## config.mk

```make
export PLATFORM = sky130hd
export DESIGN_NAME = midi_voice_allocator
export DESIGN_NICKNAME = d
export VERILOG_FILES = /design/src/rtl/midi_defs.sv /design/src/rtl/midi_msg_parser.sv /design/src/rtl/midi_voice_allocator.sv
export SDC_FILE = /design/constraint.sdc
export NUM_CORES = 1
export LEC_CHECK = 0
export ABC_AREA = 1
export ABC_CLOCK_PERIOD_IN_PS = 3600
export CORE_ASPECT_RATIO = 1.1
export CORE_MARGIN = 2
export CORE_UTILIZATION = 55
export CTS_CLUSTER_DIAMETER = 30
export DETAILED_ROUTE_END_ITERATION = 7
export PLACE_DENSITY_LB_ADDON = 0.1
export SLEW_MARGIN = 30
export SYNTH_ARGS = -nofsm -noshare
export SYNTH_HDL_FRONTEND = slang
export SYNTH_SLANG_ARGS = --single-unit
```

## constraint.sdc

```tcl
create_clock -name clk -period 3.6 [get_ports clk]
set_input_delay 0.72 -clock clk [delete_from_list [all_inputs] [get_ports clk]]
set_output_delay 0.72 -clock clk [all_outputs]
set_load 0.02 [all_outputs]
```

## src/rtl/midi_defs.sv

```systemverilog
// Shared definitions for the MIDI voice allocator: status constants,
// real-time byte threshold, parser state encoding and default voice count.
package midi_defs;

    localparam logic [7:0] MIDI_NOTE_OFF      = 8'h80;
    localparam logic [7:0] MIDI_NOTE_ON       = 8'h90;
    localparam logic [7:0] MIDI_RT_THRESHOLD  = 8'hF8;
    localparam int         DEFAULT_NUM_VOICES = 4;

    typedef enum logic [1:0] {
        ST_IDLE    = 2'd0,
        ST_WAIT_D1 = 2'd1,
        ST_WAIT_D2 = 2'd2,
        ST_SKIP    = 2'd3
    } parser_state_t;

endpackage

```

## src/rtl/midi_msg_parser.sv

```systemverilog
// MIDI byte-stream parser: tracks running status for note-on/note-off on one
// channel and emits a one-cycle event when a complete message is received.
//
// state   | meaning
// --------+---------------------------------------------------
// IDLE    | no running status, data bytes dropped
// WAIT_D1 | note status held, expecting note number
// WAIT_D2 | note number held, expecting velocity
// SKIP    | unsupported status seen, data bytes dropped
module midi_msg_parser
    import midi_defs::*;
#(
    parameter int CHANNEL = 0
) (
    input  logic       clk,
    input  logic       rst,
    input  logic [7:0] midi_byte,
    input  logic       midi_valid,
    output logic       evt_valid,
    output logic       evt_on,
    output logic [6:0] evt_note,
    output logic [6:0] evt_vel
);

    parser_state_t state;
    logic          status_on;
    logic [6:0]    note_hold;
    logic          blank_q;
    logic          accept;
    logic          is_our_note_status;

    // A strobe directly after an accepted one is ignored.
    assign accept = midi_valid && !blank_q;

    assign is_our_note_status = (midi_byte[3:0] == 4'(CHANNEL)) &&
                                ((midi_byte[7:4] == MIDI_NOTE_OFF[7:4]) ||
                                 (midi_byte[7:4] == MIDI_NOTE_ON[7:4]));

    // Parser FSM with running status; event outputs registered and single-cycle.
    always_ff @(posedge clk) begin
        if (rst) begin
            state     <= ST_IDLE;
            status_on <= 1'b0;
            note_hold <= 7'd0;
            blank_q   <= 1'b0;
            evt_valid <= 1'b0;
            evt_on    <= 1'b0;
            evt_note  <= 7'd0;
            evt_vel   <= 7'd0;
        end else begin
            evt_valid <= 1'b0;
            blank_q   <= accept;
            if (accept) begin
                if (midi_byte >= MIDI_RT_THRESHOLD) begin
                    // real-time bytes pass through without touching the parse
                    state <= state;
                end else if (midi_byte[7]) begin
                    if (is_our_note_status) begin
                        status_on <= (midi_byte[7:4] == MIDI_NOTE_ON[7:4]);
                        state     <= ST_WAIT_D1;
                    end else begin
                        state <= ST_SKIP;
                    end
                end else begin
                    case (state)
                        ST_WAIT_D1: begin
                            note_hold <= midi_byte[6:0];
                            state     <= ST_WAIT_D2;
                        end
                        ST_WAIT_D2: begin
                            evt_valid <= 1'b1;
                            evt_on    <= status_on && (midi_byte[6:0] != 7'd0);
                            evt_note  <= note_hold;
                            evt_vel   <= midi_byte[6:0];
                            state     <= ST_WAIT_D1;
                        end
                        default: state <= state;
                    endcase
                end
            end
        end
    end

endmodule

```

## src/rtl/midi_voice_allocator.sv

```systemverilog
// MIDI voice allocator: assigns parsed note events to NUM_VOICES voices with
// retrigger / free-voice / LRU-steal priority and drives gate, note and amp.
// Build option: define MIDI_VOICE_STEAL_EN to steal the oldest voice when all
// voices are busy; otherwise such a note-on is dropped.
module midi_voice_allocator
    import midi_defs::*;
#(
    parameter int NUM_VOICES = DEFAULT_NUM_VOICES,
    parameter int CHANNEL    = 0
) (
    input  logic                    clk,
    input  logic                    rst,
    input  logic [7:0]              midi_byte,
    input  logic                    midi_valid,
    output logic [NUM_VOICES-1:0]   voice_gate,
    output logic [8*NUM_VOICES-1:0] voice_note,
    output logic [8*NUM_VOICES-1:0] voice_amp
);

    localparam int RW = $clog2(NUM_VOICES);

`ifdef MIDI_VOICE_STEAL_EN
    localparam logic STEAL_EN = 1'b1;
`else
    localparam logic STEAL_EN = 1'b0;
`endif

    logic          evt_valid;
    logic          evt_on;
    logic [6:0]    evt_note;
    logic [6:0]    evt_vel;

    logic [NUM_VOICES-1:0] gate_q;
    logic [NUM_VOICES-1:0] restore_q;
    logic [7:0]            note_q [NUM_VOICES];
    logic [7:0]            amp_q  [NUM_VOICES];
    logic [RW-1:0]         rank_q [NUM_VOICES];

    logic          hit_found;
    logic          free_found;
    logic [RW-1:0] hit_idx;
    logic [RW-1:0] free_idx;
    logic [RW-1:0] old_idx;
    logic [RW-1:0] sel_idx;
    logic [RW-1:0] sel_rank;
    logic          sel_pulse;
    logic          alloc_ok;
    logic [7:0]    evt_note_ext;
    logic [7:0]    evt_amp;

    midi_msg_parser #(
        .CHANNEL (CHANNEL)
    ) u_parser (
        .clk        (clk),
        .rst        (rst),
        .midi_byte  (midi_byte),
        .midi_valid (midi_valid),
        .evt_valid  (evt_valid),
        .evt_on     (evt_on),
        .evt_note   (evt_note),
        .evt_vel    (evt_vel)
    );

    assign evt_note_ext = {1'b0, evt_note};
    assign evt_amp      = {evt_vel, evt_vel[6]};

    // Voice selection: a voice with a pending restore still counts as busy.
    always_comb begin
        hit_found  = 1'b0;
        free_found = 1'b0;
        hit_idx    = '0;
        free_idx   = '0;
        old_idx    = '0;
        for (int i = NUM_VOICES - 1; i >= 0; i--) begin
            if ((gate_q[i] || restore_q[i]) && (note_q[i] == evt_note_ext)) begin
                hit_found = 1'b1;
                hit_idx   = RW'(i);
            end
            if (!(gate_q[i] || restore_q[i])) begin
                free_found = 1'b1;
                free_idx   = RW'(i);
            end
            if (rank_q[i] == RW'(NUM_VOICES - 1)) begin
                old_idx = RW'(i);
            end
        end
        alloc_ok  = hit_found || free_found || STEAL_EN;
        sel_pulse = hit_found || !free_found;
        sel_idx   = hit_found ? hit_idx : (free_found ? free_idx : old_idx);
        sel_rank  = rank_q[sel_idx];
    end

    // Voice state, restore pulses and LRU ranks; event handling overrides restores.
    always_ff @(posedge clk) begin
        if (rst) begin
            gate_q    <= '0;
            restore_q <= '0;
            for (int i = 0; i < NUM_VOICES; i++) begin
                note_q[i] <= 8'd0;
                amp_q[i]  <= 8'd0;
                rank_q[i] <= RW'(i);
            end
        end else begin
            for (int i = 0; i < NUM_VOICES; i++) begin
                if (restore_q[i]) begin
                    gate_q[i]    <= 1'b1;
                    restore_q[i] <= 1'b0;
                end
            end
            if (evt_valid) begin
                if (!evt_on) begin
                    for (int i = 0; i < NUM_VOICES; i++) begin
                        if ((gate_q[i] || restore_q[i]) && (note_q[i] == evt_note_ext)) begin
                            gate_q[i]    <= 1'b0;
                            restore_q[i] <= 1'b0;
                        end
                    end
                end else if (alloc_ok) begin
                    note_q[sel_idx] <= evt_note_ext;
                    amp_q[sel_idx]  <= evt_amp;
                    if (sel_pulse) begin
                        gate_q[sel_idx]    <= 1'b0;
                        restore_q[sel_idx] <= 1'b1;
                    end else begin
                        gate_q[sel_idx] <= 1'b1;
                    end
                    for (int i = 0; i < NUM_VOICES; i++) begin
                        if (RW'(i) == sel_idx) begin
                            rank_q[i] <= '0;
                        end else if (rank_q[i] < sel_rank) begin
                            rank_q[i] <= rank_q[i] + 1'b1;
                        end
                    end
                end
            end
        end
    end

    assign voice_gate = gate_q;

    for (genvar g = 0; g < NUM_VOICES; g++) begin : g_out
        assign voice_note[8*g +: 8] = note_q[g];
        assign voice_amp[8*g +: 8]  = amp_q[g];
    end

endmodule
```

==> run summary <==
Seq/Total Area, Yosys -> 53.1%
Resized cells post-CTS -> 0
cts bufs inserted -> 9
synth unique cells -> 39
xor-xnor portion of the synthesized cell area -> 3.02%
Die Area -> 0.00975 mm2
DRC Markers -> 0
Ys Warns -> 0
maximum root-to-sink buffer count -> 2
Detailed Routing Iterations Pass 1 -> 5
Total Routed Length -> 12200 um
Worst slew margin -> 55.4%
Power Dens Cells -> 365 mW/mm2
Critical Path, Cell by Cell -> inv_2 > nand2_1 > nand2_1 > nor2_1 > nand2_1 > nor2_2 > nand2_1 > nand2_4 > nor2_8 > nand2_1 > nand2_2 > inv_1 > nand3_1 > nand2_1 > buf_4
Die Wd -> 94.3 um
CTS clk-pin slew, worst paths -> 0.10 ns
most common cell type on the critical path -> nand2_1
worst slew pin tran -> 0.667 ns
antenna cells -> 0
Root Buffer Master -> clkbuf_8
RSZ-0062 raised after global routing -> false
r2r setup slk -> 0.70 ns
fmax -> 345 MHz
hold path start -> u_parser.state[0]
complex-gate fraction of the synthesized area -> 7.66%
RR Endpoint -> note_q[1][0]
Netlist Area Pre-Place -> 0.00493 mm2
post-synthesis mux area share -> 0%
Worst EP arrival -> 2.99 ns
IO Pins -> 79
number of flops mapped to enable cells by yosys -> 64
top-count cell post-synth -> nand2_1
WL/cell -> 16.4 um
MaxCap Viol Count -> 0
Min-Delay Path Depth -> 2
RePlAce Congestion -> 0.889
Worst setup EP type -> flop
DRT iter0 DRCs -> 261
run status -> finished clean
clock tree from TritonCTS -> yes
Nets -> 641
GRT Overall Usage -> 26.8%
critical path startpoint category -> flop
Area Growth Syn to Fin -> 19.9%
leakage -> 2.49 nW
Setup Skew -> 0.00757 ns
Setup violations, final -> 0
Main synth FF type -> edfxtp_1
Synth Area in Simple Gates -> 26.1%
via/cell ratio -> 5.25
Max FO, Critical Path -> 12
CP Data Required Time -> 3.70 ns
Crit-path slowest cell -> dfxtp_1
top cells by count, synth -> nand2_1 (97), nor2_1 (88), inv_1 (66)
crit path from -> u_parser.evt_note[1]
first-pass GRT wire length -> 19500 um
Final min period -> 2.90 ns
combinational family with the most area after synthesis -> simple AND/OR/NAND/NOR gates
post-CTS setup buffers -> 0
DR vias -> 3911
Clock Sinks -> 99
row cnt -> 36
initial antenna violation count -> 0
Post-Synth Adder-Cell Area -> 1.01%
maximum level of the CTS H-tree -> 3
VDD IR-drop max -> 0.278 mV
Tcrit/Tclk final -> 80.4%
post-synth top area share -> 38.9%
number of buffers added on ports -> 74
Pins Over Slew Limit -> 0
core area -> 0.00878 mm2
Hold Crit Endpoint -> u_parser.state[0]
largest net degree at the start of global routing -> 23
# hold bufs at CTS -> 0
max incr delay on CP -> 0.45 ns
#FFs+latches synth -> 99
final hold violations -> 0
RR Startpoint -> u_parser.evt_note[1]
Hold Path Class -> flop to flop
top cell type by total area after synthesis -> edfxtp_1
Die H -> 103 um
post-synthesis cell count -> 554
hpwl dp -> 9230 um
worst setup path class -> flop to flop
initial cell density of the core -> 56.2%
overall power -> 2.16 mW
antenna-violating nets left -> 0
grt total ovfl -> 0
worst skew pair latency -> 0.38 ns
Synth area leaders -> edfxtp_1 (39%), dfxtp_1 (14%), nand2_1 (7.4%), nor2_1 (6.7%), inv_1 (5.0%)
Mapped Avg Cell Area -> 8.91 um2
layout cell share with drive strength beyond 1 -> 12.2%
vias in the first global route -> 3879
Register-to-Register Path Depth -> 15
Async SR Flop Fraction -> 0%
setup TNS -> 0 ns
worst max path at each step:
stage / end / slack, ns / cells past startpoint
6_report: note_q[1][0] / 0.70 / 15
5_1_grt: note_q[1][0] / 0.45 / 15
4_1_cts: note_q[1][0] / 0.71 / 15
3_5_place_dp: note_q[1][1] / 0.68 / 7
3_3_place_gp: amp_q[1][0] / 0.76 / 7
2_1_floorplan: amp_q[0][0] / 1.22 / 12
cell usage in the layout (no fill, tap or decap), types with 2 or more instances in the layout:
cell type        Yosys  layout
a211oi_1             3       3
a21oi_1             29      29
buf_4                8       6
clkbuf_8             0       9
clkdlybuf4s50_1      0      74
clkinvlp_4           0       3
conb_1               1       4
dfxtp_1             35      35
edfxtp_1            64      64
ha_1                 4       4
inv_1               66      66
inv_2               13      13
inv_8                0       2
nand2_1             97      97
nand2_2             11      11
nand2_4              9       9
nand3_1             29      29
nand3_2              5       5
nand3_4              3       3
nand4_1              2       2
nor2_1              88      88
nor2_2               6       6
nor2_4               2       2
nor2_8               2       2
nor3_1               5       5
nor4_1               3       3
o21ai_0             26      26
o21ai_1              2       2
xnor2_1             15      15
xor2_1               2       2
kinds of logic after synthesis:
group	count (synthesis)
XOR/XNOR	17
AO/OA/AOI/OAI	67
AND/OR/NAND/NOR	263
flip-flops	99
other	1
adder cells (fa/ha/maj)	4
buffers and inverters	103
area by class of cell:
type | instances | area, um2
multi-input cells | 355 | 1880
well taps | 114 | 143
clock buffers | 10 | 128
clock inverters | 6 | 50.0
inverters | 81 | 307
flip-flops and latches | 99 | 2620
fillers | 757 | 2870
repair buffers | 80 | 786
flip-flops by register name (all words and copies together) (netlist names):
| name | flops |
|---|---|
| amp_q | 28 |
| note_q | 28 |
| rank_q | 8 |
| restore_q | 4 |
| u_parser.blank_q | 1 |
| u_parser.evt_note | 7 |
| u_parser.evt_on | 1 |
| u_parser.evt_valid | 1 |
| u_parser.evt_vel | 7 |
| u_parser.note_hold | 7 |
| u_parser.state | 2 |
| u_parser.status_on | 1 |
| voice_gate | 4 |
metrics by stage:
stage	util (%)	instances	instance area [um2]	setup slack, ns	hold slack [ns]
floorplan	-	557	4950	1.22	0.450
global placement	65.3	729	5740	0.764	0.466
detailed placement	65.3	729	5740	0.680	0.481
CTS	67.4	745	5920	0.708	0.495
global route	67.4	745	5920	0.448	0.531
finish	67.4	745	5920	0.704	0.497
where the power goes:
group          leakage [nW]  internal [mW]  switching [mW]  total (mW)
clock                0.0823          0.260           0.415       0.675
combinational          1.47         0.0875           0.138       0.225
sequential            0.930           1.24          0.0246        1.26
total                  2.49           1.58           0.577        2.16
worst max-delay path: cells and delay by family, from the launching register on:
family	cells	cell delay, ns
buffers and inverters	3	0.66
and+or+nand+nor	12	1.50
DFF	1	0.45
routing by layer:
layer | track usage, % | wire, um | part of all wire (%)
met4 | 9.25 | 246 | 2.0
met1 | 36.5 | 5520 | 45
met2 | 43.1 | 5810 | 47
met5 | 0 | 0 | 0
met3 | 5.65 | 664 | 5.4
No activity file was read; power rests on OpenSTA's default activity.
